[config.mk]
export PLATFORM = sky130hd
export DESIGN_NAME = dcs_job_sched_flat
export DESIGN_NICKNAME = d
export VERILOG_FILES = /design/src/rtl/dcs_sched_pkg.sv /design/src/rtl/dcs_job_sched_if.sv /design/src/rtl/dcs_job_buf.sv /design/src/rtl/dcs_job_sched.sv /design/src/flat_wrapper.sv
export SDC_FILE = /design/constraint.sdc
export NUM_CORES = 1
export LEC_CHECK = 0
export BUFFER_PORTS_ARGS = -buffer_cell sky130_fd_sc_hd__buf_2
export CORE_MARGIN = 2
export CORE_UTILIZATION = 67
export CTS_CLUSTER_DIAMETER = 40
export DETAILED_ROUTE_END_ITERATION = 7
export GPL_TIMING_DRIVEN = 0
export PLACE_DENSITY_LB_ADDON = 0.12
export SYNTH_ARGS = -nofsm -noshare
export SYNTH_HDL_FRONTEND = slang
export SYNTH_SLANG_ARGS = --single-unit
[constraint.sdc]
create_clock -name clk -period 5.3 [get_ports clk]
set_input_delay 1.06 -clock clk [delete_from_list [all_inputs] [get_ports clk]]
set_output_delay 1.06 -clock clk [all_outputs]
set_load 0.01 [all_outputs]
[src/rtl/dcs_sched_pkg.sv]
// dcs_sched_pkg: shared definitions for the job scheduler.
// Holds the controller state encoding and the default job geometry
// (tokens per job, bytes per token, weight bytes, total job size).
package dcs_sched_pkg;

  localparam int N_TOK     = 8;
  localparam int TOK_DIM   = 16;
  localparam int N_W       = 8;
  localparam int IN_BYTES  = N_TOK * TOK_DIM;
  localparam int JOB_BYTES = IN_BYTES + N_W;

  typedef enum logic [2:0] {
    ST_IDLE,
    ST_FILL,
    ST_SEND_I,
    ST_WAIT_WR,
    ST_SEND_W,
    ST_DRAIN,
    ST_COOL
  } state_t;

endpackage

[src/rtl/dcs_job_sched_if.sv]
// dcs_job_sched_if: bundle of requester, engine and result signals.
//   req/gnt/src_*     : two requesters sharing one job buffer
//   eng_i_* / eng_w_* : token and weight streams to the engine
//   eng_o_*           : result beats from the engine
//   res_*             : routed result, no backpressure
//   busy/err          : status (err only pulses with DCS_SCHED_TIMEOUT_EN)
// slave modport is the scheduler side, master is the environment side.
interface dcs_job_sched_if;
  logic [1:0]  req;
  logic [1:0]  gnt;
  logic [1:0]  src_valid;
  logic [15:0] src_data;
  logic [1:0]  src_ready;
  logic        eng_i_valid;
  logic [7:0]  eng_i_data;
  logic        eng_w_valid;
  logic [7:0]  eng_w_data;
  logic        eng_w_ready;
  logic        eng_o_valid;
  logic [31:0] eng_o_data;
  logic        res_valid;
  logic        res_id;
  logic [31:0] res_data;
  logic        res_last;
  logic        busy;
  logic        err;

  modport slave (
    input  req, src_valid, src_data, eng_w_ready, eng_o_valid, eng_o_data,
    output gnt, src_ready, eng_i_valid, eng_i_data, eng_w_valid, eng_w_data,
    output res_valid, res_id, res_data, res_last, busy, err
  );

  modport master (
    output req, src_valid, src_data, eng_w_ready, eng_o_valid, eng_o_data,
    input  gnt, src_ready, eng_i_valid, eng_i_data, eng_w_valid, eng_w_data,
    input  res_valid, res_id, res_data, res_last, busy, err
  );
endinterface

[src/rtl/dcs_job_buf.sv]
// dcs_job_buf: DEPTH x 8 job buffer with sequential write and read pointers.
// Ports:
//   clk, rst        : clock, synchronous active-high reset (pointers only)
//   i_clr           : return both pointers to 0
//   i_wr_en/i_wr_data : write one byte at the write pointer
//   i_rd_en         : advance the read pointer
//   o_rd_data       : byte at the read pointer (combinational)
//   o_wptr/o_rptr   : current pointers
// Pointers saturate at DEPTH-1 so reads never index past the array.
module dcs_job_buf
  import dcs_sched_pkg::*;
#(
  parameter int DEPTH = JOB_BYTES
) (
  input  logic       clk,
  input  logic       rst,
  input  logic       i_clr,
  input  logic       i_wr_en,
  input  logic [7:0] i_wr_data,
  input  logic       i_rd_en,
  output logic [7:0] o_rd_data,
  output logic [7:0] o_wptr,
  output logic [7:0] o_rptr
);

  localparam logic [7:0] LAST = 8'(DEPTH - 1);

  logic [7:0] r_mem [DEPTH];
  logic [7:0] r_wptr;
  logic [7:0] r_rptr;

  always_ff @(posedge clk) begin
    if (rst || i_clr) begin
      r_wptr <= '0;
      r_rptr <= '0;
    end else begin
      if (i_wr_en && r_wptr != LAST) r_wptr <= r_wptr + 8'd1;
      if (i_rd_en && r_rptr != LAST) r_rptr <= r_rptr + 8'd1;
    end
  end

  always_ff @(posedge clk) begin
    if (i_wr_en) r_mem[r_wptr] <= i_wr_data;
  end

  assign o_rd_data = r_mem[r_rptr];
  assign o_wptr    = r_wptr;
  assign o_rptr    = r_rptr;

endmodule

[src/rtl/dcs_job_sched.sv]
// dcs_job_sched: two-requester job scheduler in front of a compute engine.
// A granted requester fills a 136-byte job (128 token bytes + 8 weight
// bytes); the tokens are streamed out, the weights follow one engine
// request later, and 8 result beats are routed back tagged with the
// requester index. Round-robin arbitration between jobs.
// Ports:
//   clk  : single clock, rising edge
//   rst  : synchronous active-high reset
//   bus  : dcs_job_sched_if.slave (req/gnt, src_*, eng_*, res_*, busy, err)
// Optional build macro DCS_SCHED_TIMEOUT_EN: 8-bit watchdog over WAIT_WR and
// DRAIN that pulses err and forces COOL; without it err is tied to 0.
module dcs_job_sched #(
  parameter int N_TOK   = dcs_sched_pkg::N_TOK,
  parameter int TOK_DIM = dcs_sched_pkg::TOK_DIM,
  parameter int N_W     = dcs_sched_pkg::N_W
) (
  input  logic            clk,
  input  logic            rst,
  dcs_job_sched_if.slave  bus
);
  import dcs_sched_pkg::*;

  localparam int         IB        = N_TOK * TOK_DIM;
  localparam int         JB        = IB + N_W;
  localparam logic [7:0] LAST_IN   = 8'(IB - 1);
  localparam logic [7:0] LAST_BYTE = 8'(JB - 1);

  state_t      r_state, w_state_nxt;
  logic [1:0]  r_gnt;
  logic        r_gnt_idx;
  logic        r_ptr;
  logic        r_cool;
  logic [2:0]  r_beat;
  logic        r_res_valid;
  logic        r_res_id;
  logic        r_res_last;
  logic [31:0] r_res_data;

  logic        w_pick;
  logic        w_accept;
  logic        w_beat;
  logic        w_rd_en;
  logic [1:0]  w_src_ready;
  logic [7:0]  w_src_byte;
  logic [7:0]  w_rd_data;
  logic [7:0]  w_wptr;
  logic [7:0]  w_rptr;

  // Requester pointed to wins a tie; otherwise whoever is asking.
  assign w_pick      = bus.req[r_ptr] ? r_ptr : ~r_ptr;
  assign w_src_ready = (r_state == ST_FILL) ? r_gnt : 2'b00;
  assign w_accept    = |(bus.src_valid & w_src_ready);
  assign w_src_byte  = r_gnt_idx ? bus.src_data[15:8] : bus.src_data[7:0];
  assign w_rd_en     = (r_state == ST_SEND_I) || (r_state == ST_SEND_W);
  assign w_beat      = (r_state == ST_DRAIN) && bus.eng_o_valid;

  dcs_job_buf #(.DEPTH(JB)) u_buf (
    .clk       (clk),
    .rst       (rst),
    .i_clr     (r_state == ST_IDLE),
    .i_wr_en   (w_accept),
    .i_wr_data (w_src_byte),
    .i_rd_en   (w_rd_en),
    .o_rd_data (w_rd_data),
    .o_wptr    (w_wptr),
    .o_rptr    (w_rptr)
  );

`ifdef DCS_SCHED_TIMEOUT_EN
  logic [7:0] r_wdog;
  logic       w_wdog_hit;

  assign w_wdog_hit = ((r_state == ST_WAIT_WR) || (r_state == ST_DRAIN)) &&
                      (r_wdog == 8'hFF);

  always_ff @(posedge clk) begin
    if (rst) r_wdog <= '0;
    else if ((r_state == ST_WAIT_WR) || (r_state == ST_DRAIN)) r_wdog <= r_wdog + 8'd1;
    else r_wdog <= '0;
  end

  assign bus.err = w_wdog_hit;
`else
  assign bus.err = 1'b0;
`endif

  always_ff @(posedge clk) begin
    if (rst) r_state <= ST_IDLE;
    else     r_state <= w_state_nxt;
  end

  always_comb begin
    w_state_nxt = r_state;
    unique case (r_state)
      ST_IDLE:    if (|bus.req) w_state_nxt = ST_FILL;
      ST_FILL:    if (w_accept && w_wptr == LAST_BYTE) w_state_nxt = ST_SEND_I;
      ST_SEND_I:  if (w_rptr == LAST_IN) w_state_nxt = ST_WAIT_WR;
      ST_WAIT_WR: if (bus.eng_w_ready) w_state_nxt = ST_SEND_W;
      ST_SEND_W:  if (w_rptr == LAST_BYTE) w_state_nxt = ST_DRAIN;
      ST_DRAIN:   if (w_beat && r_beat == 3'd7) w_state_nxt = ST_COOL;
      ST_COOL:    if (r_cool) w_state_nxt = ST_IDLE;
      default:    w_state_nxt = ST_IDLE;
    endcase
`ifdef DCS_SCHED_TIMEOUT_EN
    if (w_wdog_hit) w_state_nxt = ST_COOL;
`endif
  end

  always_ff @(posedge clk) begin
    if (rst) begin
      r_gnt       <= '0;
      r_gnt_idx   <= 1'b0;
      r_ptr       <= 1'b0;
      r_cool      <= 1'b0;
      r_beat      <= '0;
      r_res_valid <= 1'b0;
      r_res_id    <= 1'b0;
      r_res_last  <= 1'b0;
      r_res_data  <= '0;
    end else begin
      if (r_state == ST_IDLE && |bus.req) begin
        r_gnt     <= {w_pick, ~w_pick};
        r_gnt_idx <= w_pick;
      end
      if (r_state == ST_COOL && r_cool) begin
        r_gnt <= '0;
        r_ptr <= ~r_gnt_idx;
      end
      r_cool <= (r_state == ST_COOL) && !r_cool;
      if (r_state == ST_IDLE) r_beat <= '0;
      else if (w_beat)        r_beat <= r_beat + 3'd1;
      // result stage: one register between engine beat and routed result
      r_res_valid <= w_beat;
      r_res_id    <= w_beat & r_gnt_idx;
      r_res_last  <= w_beat && (r_beat == 3'd7);
      r_res_data  <= w_beat ? bus.eng_o_data : 32'd0;
    end
  end

  assign bus.gnt         = r_gnt;
  assign bus.src_ready   = w_src_ready;
  assign bus.eng_i_valid = (r_state == ST_SEND_I);
  assign bus.eng_i_data  = (r_state == ST_SEND_I) ? w_rd_data : 8'd0;
  assign bus.eng_w_valid = (r_state == ST_SEND_W);
  assign bus.eng_w_data  = (r_state == ST_SEND_W) ? w_rd_data : 8'd0;
  assign bus.res_valid   = r_res_valid;
  assign bus.res_id      = r_res_id;
  assign bus.res_last    = r_res_last;
  assign bus.res_data    = r_res_data;
  assign bus.busy        = (r_state != ST_IDLE);

endmodule

[src/flat_wrapper.sv]
// flat-port wrapper written by rule: the top's interface ports become plain ports
module dcs_job_sched_flat import dcs_sched_pkg::*;
#(
  parameter int N_TOK   = dcs_sched_pkg::N_TOK,
  parameter int TOK_DIM = dcs_sched_pkg::TOK_DIM,
  parameter int N_W     = dcs_sched_pkg::N_W
)
  (clk, rst, bus_req, bus_src_valid, bus_src_data, bus_eng_w_ready, bus_eng_o_valid, bus_eng_o_data, bus_gnt, bus_src_ready, bus_eng_i_valid, bus_eng_i_data, bus_eng_w_valid, bus_eng_w_data, bus_res_valid, bus_res_id, bus_res_data, bus_res_last, bus_busy, bus_err);
  dcs_job_sched_if bus_i ();
  input  logic clk;
  input  logic rst;
  input wire logic [$bits(bus_i.req)-1:0] bus_req;
  input wire logic [$bits(bus_i.src_valid)-1:0] bus_src_valid;
  input wire logic [$bits(bus_i.src_data)-1:0] bus_src_data;
  input wire logic [$bits(bus_i.eng_w_ready)-1:0] bus_eng_w_ready;
  input wire logic [$bits(bus_i.eng_o_valid)-1:0] bus_eng_o_valid;
  input wire logic [$bits(bus_i.eng_o_data)-1:0] bus_eng_o_data;
  output wire logic [$bits(bus_i.gnt)-1:0] bus_gnt;
  output wire logic [$bits(bus_i.src_ready)-1:0] bus_src_ready;
  output wire logic [$bits(bus_i.eng_i_valid)-1:0] bus_eng_i_valid;
  output wire logic [$bits(bus_i.eng_i_data)-1:0] bus_eng_i_data;
  output wire logic [$bits(bus_i.eng_w_valid)-1:0] bus_eng_w_valid;
  output wire logic [$bits(bus_i.eng_w_data)-1:0] bus_eng_w_data;
  output wire logic [$bits(bus_i.res_valid)-1:0] bus_res_valid;
  output wire logic [$bits(bus_i.res_id)-1:0] bus_res_id;
  output wire logic [$bits(bus_i.res_data)-1:0] bus_res_data;
  output wire logic [$bits(bus_i.res_last)-1:0] bus_res_last;
  output wire logic [$bits(bus_i.busy)-1:0] bus_busy;
  output wire logic [$bits(bus_i.err)-1:0] bus_err;
  assign bus_i.req = bus_req;
  assign bus_i.src_valid = bus_src_valid;
  assign bus_i.src_data = bus_src_data;
  assign bus_i.eng_w_ready = bus_eng_w_ready;
  assign bus_i.eng_o_valid = bus_eng_o_valid;
  assign bus_i.eng_o_data = bus_eng_o_data;
  assign bus_gnt = bus_i.gnt;
  assign bus_src_ready = bus_i.src_ready;
  assign bus_eng_i_valid = bus_i.eng_i_valid;
  assign bus_eng_i_data = bus_i.eng_i_data;
  assign bus_eng_w_valid = bus_i.eng_w_valid;
  assign bus_eng_w_data = bus_i.eng_w_data;
  assign bus_res_valid = bus_i.res_valid;
  assign bus_res_id = bus_i.res_id;
  assign bus_res_data = bus_i.res_data;
  assign bus_res_last = bus_i.res_last;
  assign bus_busy = bus_i.busy;
  assign bus_err = bus_i.err;
  dcs_job_sched #(.N_TOK(N_TOK), .TOK_DIM(TOK_DIM), .N_W(N_W)) u_core (.clk(clk), .rst(rst), .bus(bus_i));
endmodule
# [Yosys cells after proc, flatten, opt, wreduce, memory -nomap -nowiden]
# Memory sizes are Yosys's and may differ from the RTL's. A register that Yosys moved wholly into a read port is not among the register bits.
# Index checks and enable logic that the tools add are counted.
[word_totals] reg_bits=62 ramBits=1088 in_bits=56 word_cells=80 memories=1
[memory_table] name="u_core.u_buf.r_mem" depth=136 width=8 rd=1 rd_clocked_by_memory_dff=1 write_ports=1 line_no="dcs_job_buf.sv:28" text="logic [7:0] r_mem [DEPTH];"
[classes] add_sub_neg=3 order_cmp=1 n_eq_ne=19 mux=19 bitwise_logic=6 n_reduce_logical=19
[op_table] op="8-bit two-way mux" count=5
[op_table] op="3-bit two-way mux" count=7
[op_table] op="3-bit case mux with 7 select lines" count=1
[op_table] op="8-bit by 1-bit adder with 8-bit output (second input constant)" count=2
[op_table] op="8-bit == test (second input constant)" count=2
[op_table] op="8-bit != test (second input constant)" count=2
[op_table] op="3-bit == test (second input constant)" count=4
[op_table] op="2-bit OR reduction" count=5
[op_table] op="8-bit by 7-bit == test with 1-bit output (second input constant)" count=1
[op_table] op="1-bit logical AND" count=8
[op_table] op="2-bit by 1-bit != test with 1-bit output (second input constant)" count=4
[op_table] op="7-bit AND reduction" count=1
[op_table] op="3-bit by 2-bit == test with 1-bit output (second input constant)" count=2
[op_table] op="2-bit != test (second input constant)" count=3
[op_table] op="1-bit two-way mux" count=5
[op_table] op="1-bit inverter" count=4
[op_table] op="3-bit by 1-bit adder with 3-bit output (second input constant)" count=1
[op_table] op="3-bit by 1-bit == test with 1-bit output (second input constant)" count=1
[op_table] op="3-bit logical NOT" count=1
[op_table] op="3-bit nonzero test" count=1
[op_table] op="2-bit AND" count=1
[op_table] op="1-bit logical OR" count=2
[op_table] op="1-bit by 2-bit < comparator with 1-bit output (second input constant)" count=1
[op_table] op="2-bit two-way mux" count=1
[op_table] op="other kinds (2)" count=2

# [Logic depth before layout (Yosys ltp)]
# Gate-level depths: netlist of run 1.
[logic_depth] depth_word=7 ltp_mapped=11 ltp_nobuf=8

# [Modules after synthesis]
# From an unflattened synthesis of run 1, not the netlist that was laid out.
[hier_totals] hier_cells=2345 area_unflattened_um2=45193.3
[by_module_without_submodules] module="dcs_job_buf" instances=1 cells_each=2159 area_each_um2=43342.8 seq_area_each_um2=33151.8
[by_module_without_submodules] module="dcs_job_sched" instances=1 cells_each=186 area_each_um2=1850.5 seq_area_each_um2=920.9

# [Worst setup path before layout of run 1]
# Ideal clock, no wire load.
[synth_path] path_type="register -> output" from="register with a tool-made name" to="output port bus_eng_i_data[5]" arrival_time_ns=2.217 slack_ns=2.023 stages_incl_launch_ff=10 path_buffers=3 cell_sequence="dfxtp_1 buf_6 buf_4 buf_2 mux4_2 mux2_2 o211ai_1 nand3_1 o211ai_1 o22ai_1"
[synth_rtl] element="to (decl)" line_no="flat_wrapper.sv:21" text="output wire logic [$bits(bus_i.eng_i_data)-1:0] bus_eng_i_data;"

==> results of run 1 <==
layout make-up:
type / count / area share (%)
diodes: 2 / 0.00969
clock inverters: 67 / 1.31
well taps: 873 / 2.12
clock buffers: 173 / 7.23
multi-input cells: 1001 / 20.4
plain buffers: 123 / 1.36
repair buffers: 123 / 1.56
inverters: 6 / 0.0436
flip-flops and latches: 1158 / 66.0
state kept, by name, indices dropped and copies added (netlist names), named ones only:
signal and cells:
u_core.bus.gnt 2, u_core.bus.res_data 32, u_core.bus.res_id 1, u_core.bus.res_last 1
u_core.bus.res_valid 1, u_core.r_beat 3, u_core.r_cool 1, u_core.r_gnt_idx 1
u_core.r_ptr 1, u_core.r_state 3, u_core.u_buf.o_rptr 8, u_core.u_buf.o_wptr 8
u_core.u_buf.r_mem 1088
worst max-delay path, delay by kind of cell, from the launching register on:
kind                   cells  cell delay (ns)
AND/OR/NAND/NOR            2             0.51
buffers and inverters      5             1.79
flip-flops                 1             0.30
AO/OA/AOI/OAI              2             0.58
multiplexers               1             0.35
routing by layer:
layer / wire length, µm / GRT usage, % / vias to the layer above
met2: 53700 / 50.8 / 1884
met5: 23 / 0 / -
met1: 41800 / 48.7 / 12500
li1: - / - / 9826
met3: 15400 / 10.0 / 343
met4: 4860 / 13.6 / 4
layout by cell type (no fill, tap or decap), drive strengths merged, types with 6 or more instances in the layout:
cell type / count
nand2b: 6
o21a: 8
xor2: 7
nor2b: 17
nor2: 166
a22oi: 51
o21ai: 11
nand2: 88
and2: 42
a41oi: 6
a22o: 8
clkinvlp: 9
a21oi: 30
o22ai: 16
mux2i: 145
mux4: 240
clkinv: 33
nand4: 6
bufinv: 9
ha: 7
inv: 22
mux2: 36
a32oi: 6
edfxtp: 1088
nor3: 19
dfxtp: 70
buf: 189
nand3: 39
clkbuf: 229
power groups by stage:
stage | Combinational, µW | Sequential [µW] | Clock (µW)
floorplan | 1000 | 10500 | 0
global placement | 1510 | 10500 | 0
detailed placement | 1640 | 10500 | 0
CTS | 1650 | 10300 | 9120
global route | 1770 | 10300 | 9500
finish | 1670 | 10300 | 9100
final timing paths:
path	depth (start not counted)	endpoint	slack [ns]
hold reg to reg	1	u_core.r_cool$_SDFF_PP0_	0.42
setup / recovery	10	bus_eng_i_data[0]	-0.006
setup reg to reg	7	u_core.u_buf.r_mem[52][2]$_DFFE_PP_	0.64
hold / removal	1	u_core.r_cool$_SDFF_PP0_	0.42
stage by stage:
| stage | utilization [%] | power (µW) | hold WS [ns] | TNS, ns | cell area (µm²) |
|---|---|---|---|---|---|
| global placement | 69.9 | 12100 | 0.406 | 0 | 46800 |
| finish | 77.1 | 21100 | 0.416 | -0.00731 | 51600 |
| CTS | 77.1 | 21100 | 0.417 | 0 | 51600 |
| global route | 77.1 | 21600 | 0.436 | 0 | 51600 |
| detailed placement | 70.4 | 12100 | 0.410 | 0 | 47100 |
| floorplan | - | 11500 | 0.399 | 0 | 45100 |
cell families (layout without fill, tap and decap cells):
group,Yosys count,in the layout,share of synthesized area [%]
fa+ha+maj,7,7,0.194
buf+inv,131,492,1.52
compound gates,154,154,2.37
mux,421,421,16.1
other cells,1,3,0.00831
simple gates,407,407,4.13
flops,1158,1158,75.5
xor+xnor,11,11,0.213
timing repair:
item                       CTS  global route
gates cloned                 0             0
setup endpoints to repair   16            14
resized for setup           22            20
pin swaps                    0             1
==> results.sh, run 1 <==
export IMPL_status="finished with violations"
export IMPL_violations="setup timing"
export IMPL_synth_top_area_share_pct=72.4
export IMPL_coreArea_mm2=0.0669
export IMPL_finalHoldViolations=0
export IMPL_power_switching_uw=4750
export IMPL_crit_arrival_ns=4.25
export IMPL_swShare_pct=22.5
export IMPL_grt_first_pass_wirelength_um=167000
export IMPL_die_y_um=264
export IMPL_clkPwrFrac_pct=43.2
export IMPL_fmax_mhz=188
export IMPL_num_vias=24600
export IMPL_seqPwrFrac_pct=48.9
export IMPL_synth_most_common_cell="edfxtp_1"
export IMPL_drc_errors=0
export IMPL_area_growth_pct=14.4
export IMPL_synth_area_leaders="edfxtp_1, mux4_2, mux2i_1"
export IMPL_clock_path_buffers=3
export IMPL_post_route_min_period_ns=5.31
export IMPL_io_pins=115
export IMPL_syn_nets=2353
export IMPL_start_util_pct=67.5
export IMPL_hold_start="u_core.r_cool$_SDFF_PP0_"
export IMPL_clk_pin_slew_ns=0.06
export IMPL_p_int_uw=16300
export IMPL_crit_path_max_incr_delay_ns=0.77
export IMPL_reg2reg_from="u_core.r_state[0]$_SDFFE_PP0P_"
export IMPL_dieArea_mm2=0.0695
export IMPL_power_leakage_uw=0.0162
export IMPL_fin_nets=2609
export IMPL_endpoint_kind="output pin"
export IMPL_antenna_found_initial=3
export IMPL_max_slew_margin_pct=9.28
export IMPL_numPortBuffers=112
export IMPL_synth_commonest_cells="edfxtp_1, mux4_2, nor2_1"
export IMPL_synth_flop_cell="edfxtp_1"
export IMPL_fill_cells=3482
export IMPL_cts_tree="done"
export IMPL_ant_nets=0
export IMPL_ys_async_sr_fraction_pct=0
export IMPL_numCtsBuffers=133
export IMPL_fin_skew_ns=0.0229
export IMPL_rows=95
export IMPL_synth_avg_cell_area_um2=19.7
export IMPL_ys_ff_latch=1158
export IMPL_yosysWarnings=0
export IMPL_cap_violations=0
export IMPL_stdcell_count=3526
export IMPL_fin_ws_ns=-0.00631
export IMPL_path_cells="buf_2, buf_4, buf_4, clkbuf_1, mux2_2, o22ai_1, o21ai_1, nand2_1, nor3_1, buf_2"
export IMPL_root_buffer="clkbuf_16"
export IMPL_synth_cell_type_count=54
export IMPL_gp_congestion=0.937
export IMPL_track_usage_pct=34.1
export IMPL_grt_pass1_vias=24300
export IMPL_placed_cells=3286
export IMPL_dp_hpwl_um=72500
export IMPL_setup_viol=2
export IMPL_peakVddDrop_mv=0.402
export IMPL_clock_latency_ns=0.73
export IMPL_powerDensity_mw_per_mm2=409
export IMPL_wl_um=116000
export IMPL_crit_slowest_cell="clkbuf_1"
export IMPL_firstDrtPassIters=6
export IMPL_pre_cts_ws_ns=0.257
export IMPL_cts_setup_buffers=0
export IMPL_syn_instance_count=2290
export IMPL_rsz0062_at_grt="false"
export IMPL_ys_seq_area_share_pct=75.5
export IMPL_hold_path_class="flop to flop"
export IMPL_drive_above_1_share_pct=26.3
export IMPL_htree_levels=4
export IMPL_synth_largest_area_cell="edfxtp_1"
export IMPL_vias_per_cell=6.98
export IMPL_pwr_share_comb_pct=7.9
export IMPL_grt_max_degree=93
export IMPL_synth_edf_count=1088
export IMPL_drv_slew=0
export IMPL_start_kind="flop"
export IMPL_worstSetupPathType="flop to output pin"
export IMPL_multi_input_area_mm2=0.0105
export IMPL_hold_buffers=0
export IMPL_cp_max_fo=10
export IMPL_fin_crit_sh_pct=100
export IMPL_wl_per_cell_um=32.8
export IMPL_overflow=0
export IMPL_dieWidth_um=264
export IMPL_seq_area_mm2=0.0341
export IMPL_drtIter0Drc=3878
export IMPL_worst_ep_required_time_ns=4.24
export IMPL_clock_sinks=1158
export IMPL_netlist_area_mm2=0.0451
export IMPL_tightest_slew_ns=1.36
Note: power is estimated with default switching activity, not from simulation.
==> inputs of run 2 (changes only) <==
BUFFER_PORTS_ARGS = unset   (was -buffer_cell sky130_fd_sc_hd__buf_2)
CORE_UTILIZATION = 68   (was 67)
DONT_BUFFER_PORTS = 1   (was unset)
SLEW_MARGIN = 20   (was unset)
==> results.sh, run 2 (same netlist as run 1, synthesis figures left out) <==
export IMPL_power_uw=21300
export IMPL_firstDrtPassIters=7
export IMPL_drv_slew=0
export IMPL_track_usage_pct=35.0
export IMPL_antenna_found_initial=2
export IMPL_largest_reg_flops=1088
export IMPL_status="finished with violations"
export IMPL_powerDensity_mw_per_mm2=416
export IMPL_area_growth_pct=13.6
export IMPL_peakVddDrop_mv=0.395
export IMPL_highest_layer="met5"
export IMPL_fin_nets=2503
export IMPL_violations="setup timing"
export IMPL_placed_cells=3166
export IMPL_hold_buffers=0
export IMPL_ant_nets=0
export IMPL_overflow=0
export IMPL_clock_sinks=1158
export IMPL_dieWidth_um=262
export IMPL_power_leakage_uw=0.0159
export IMPL_rows=94
export IMPL_fin_ws_ns=-0.144
export IMPL_drive_above_1_share_pct=23.2
export IMPL_wl_um=117000
export IMPL_numPortBuffers=0
export IMPL_die_y_um=262
export IMPL_hold_path_class="flop to flop"
export IMPL_htree_levels=4
export IMPL_pre_cts_ws_ns=0.314
export IMPL_multi_input_area_mm2=0.0106
export IMPL_post_route_min_period_ns=5.44
export IMPL_start_util_pct=68.7
export IMPL_holdPathStages=1
export IMPL_num_vias=24100
export IMPL_final_common_cell="edfxtp_1"
export IMPL_wl_met3_um=15000
export IMPL_cp_max_fo=10
export IMPL_vias_per_cell=7.06
export IMPL_endpoint_kind="output pin"
export IMPL_dieArea_mm2=0.0685
export IMPL_setup_viol=6
export IMPL_wl_per_cell_um=34.2
export IMPL_tightest_slew_ns=1.32
export IMPL_start_kind="flop"
export IMPL_grt_max_degree=137
export IMPL_clock_path_buffers=3
export IMPL_largest_register="u_core.u_buf.r_mem"
export IMPL_final_setup_tns_ns=-0.356
export IMPL_max_slew_margin_pct=11.9
export IMPL_stdcell_count=3414
export IMPL_grt_first_pass_wirelength_um=165000
export IMPL_clk_pin_slew_ns=0.06
export IMPL_fill_cells=3281
export IMPL_rsz0062_at_grt="false"
export IMPL_seq_area_mm2=0.0341
export IMPL_drc_errors=0
export IMPL_num_antenna_cells=0
export IMPL_numCtsBuffers=137
export IMPL_met1_length_um=42000
export IMPL_grt_pass1_vias=24000
export IMPL_layout_common_cells="edfxtp_1, mux4_2, nor2_1"
export IMPL_cap_violations=0
export IMPL_io_pins=115
export IMPL_dp_hpwl_um=73100
export IMPL_coreArea_mm2=0.0657
export IMPL_fin_skew_ns=0.0311
export IMPL_worstSetupPathType="flop to output pin"
export IMPL_fmax_mhz=184
export IMPL_drtIter0Drc=3778
export IMPL_worst_ep_required_time_ns=4.24
export IMPL_finalHoldViolations=0
export IMPL_root_buffer="clkbuf_16"
export IMPL_cts_tree="done"
export IMPL_clock_latency_ns=0.74
export IMPL_routed_wl_met2_um=54100
export IMPL_gp_congestion=0.953
export IMPL_crit_arrival_ns=4.38
export IMPL_fin_crit_sh_pct=103
export IMPL_worstRegToRegCells=7
run 2: power breakdown:
group / internal (µW) / leakage (µW) / switching [µW] / total, µW
Clock: 5640 / 0.00220 / 3700 / 9340
Sequential: 10300 / 0.0103 / 18.4 / 10300
Combinational: 577 / 0.00331 / 1100 / 1680
run 2: metal layers:
layer,global-route usage (%),up-vias
met1,48.5,12400
met4,15.8,4
met5,0,-
li1,-,9600
met2,52.4,1783
met3,10.9,344
run 2: cell type report:
cell class	instances	area share [%]
buffer	124	1.32
sequential	1158	66.5
clock inverter	83	1.72
multi-input combinational	1001	20.7
clock buffer	166	7.15
tap	864	2.11
inverter	6	0.0439
timing repair buffer	12	0.498
run 2: critical path, cell delays in order, from the launching register on:
cell	delay (ns)
dfxtp_1	0.36
clkbuf_1	0.47
nand2b_1	0.37
clkbuf_1	0.90
a21oi_1	0.18
o41ai_1	0.59
o211ai_2	0.27
o22ai_1	0.50
run 2: what timing repair did:
action | 4_1_cts | 5_1_grt
gates resized for setup | 17 | 10
setup buffers | 0 | 0
endpoints found under the setup margin | 16 | 13
run 2: final timing paths:
path	from	endpoint	slack, ns
worst max-delay path	flop	bus_eng_i_data[4]	-0.14
worst max register to register	u_core.r_state[1]$_SDFFE_PP0P_	u_core.u_buf.r_mem[100][3]$_DFFE_PP_	0.29
worst min register to register	u_core.r_cool$_SDFF_PP0_	u_core.r_cool$_SDFF_PP0_	0.42
worst min-delay path	u_core.r_cool$_SDFF_PP0_	u_core.r_cool$_SDFF_PP0_	0.42
run 2: through the flow:
step	cell area (µm²)	hold slack, ns	utilization (%)
global route	51300	0.435	78.0
floorplan	45100	0.399	-
finish	51300	0.421	78.0
detailed placement	46600	0.414	70.9
global placement	46200	0.408	70.3
CTS	51200	0.422	77.9
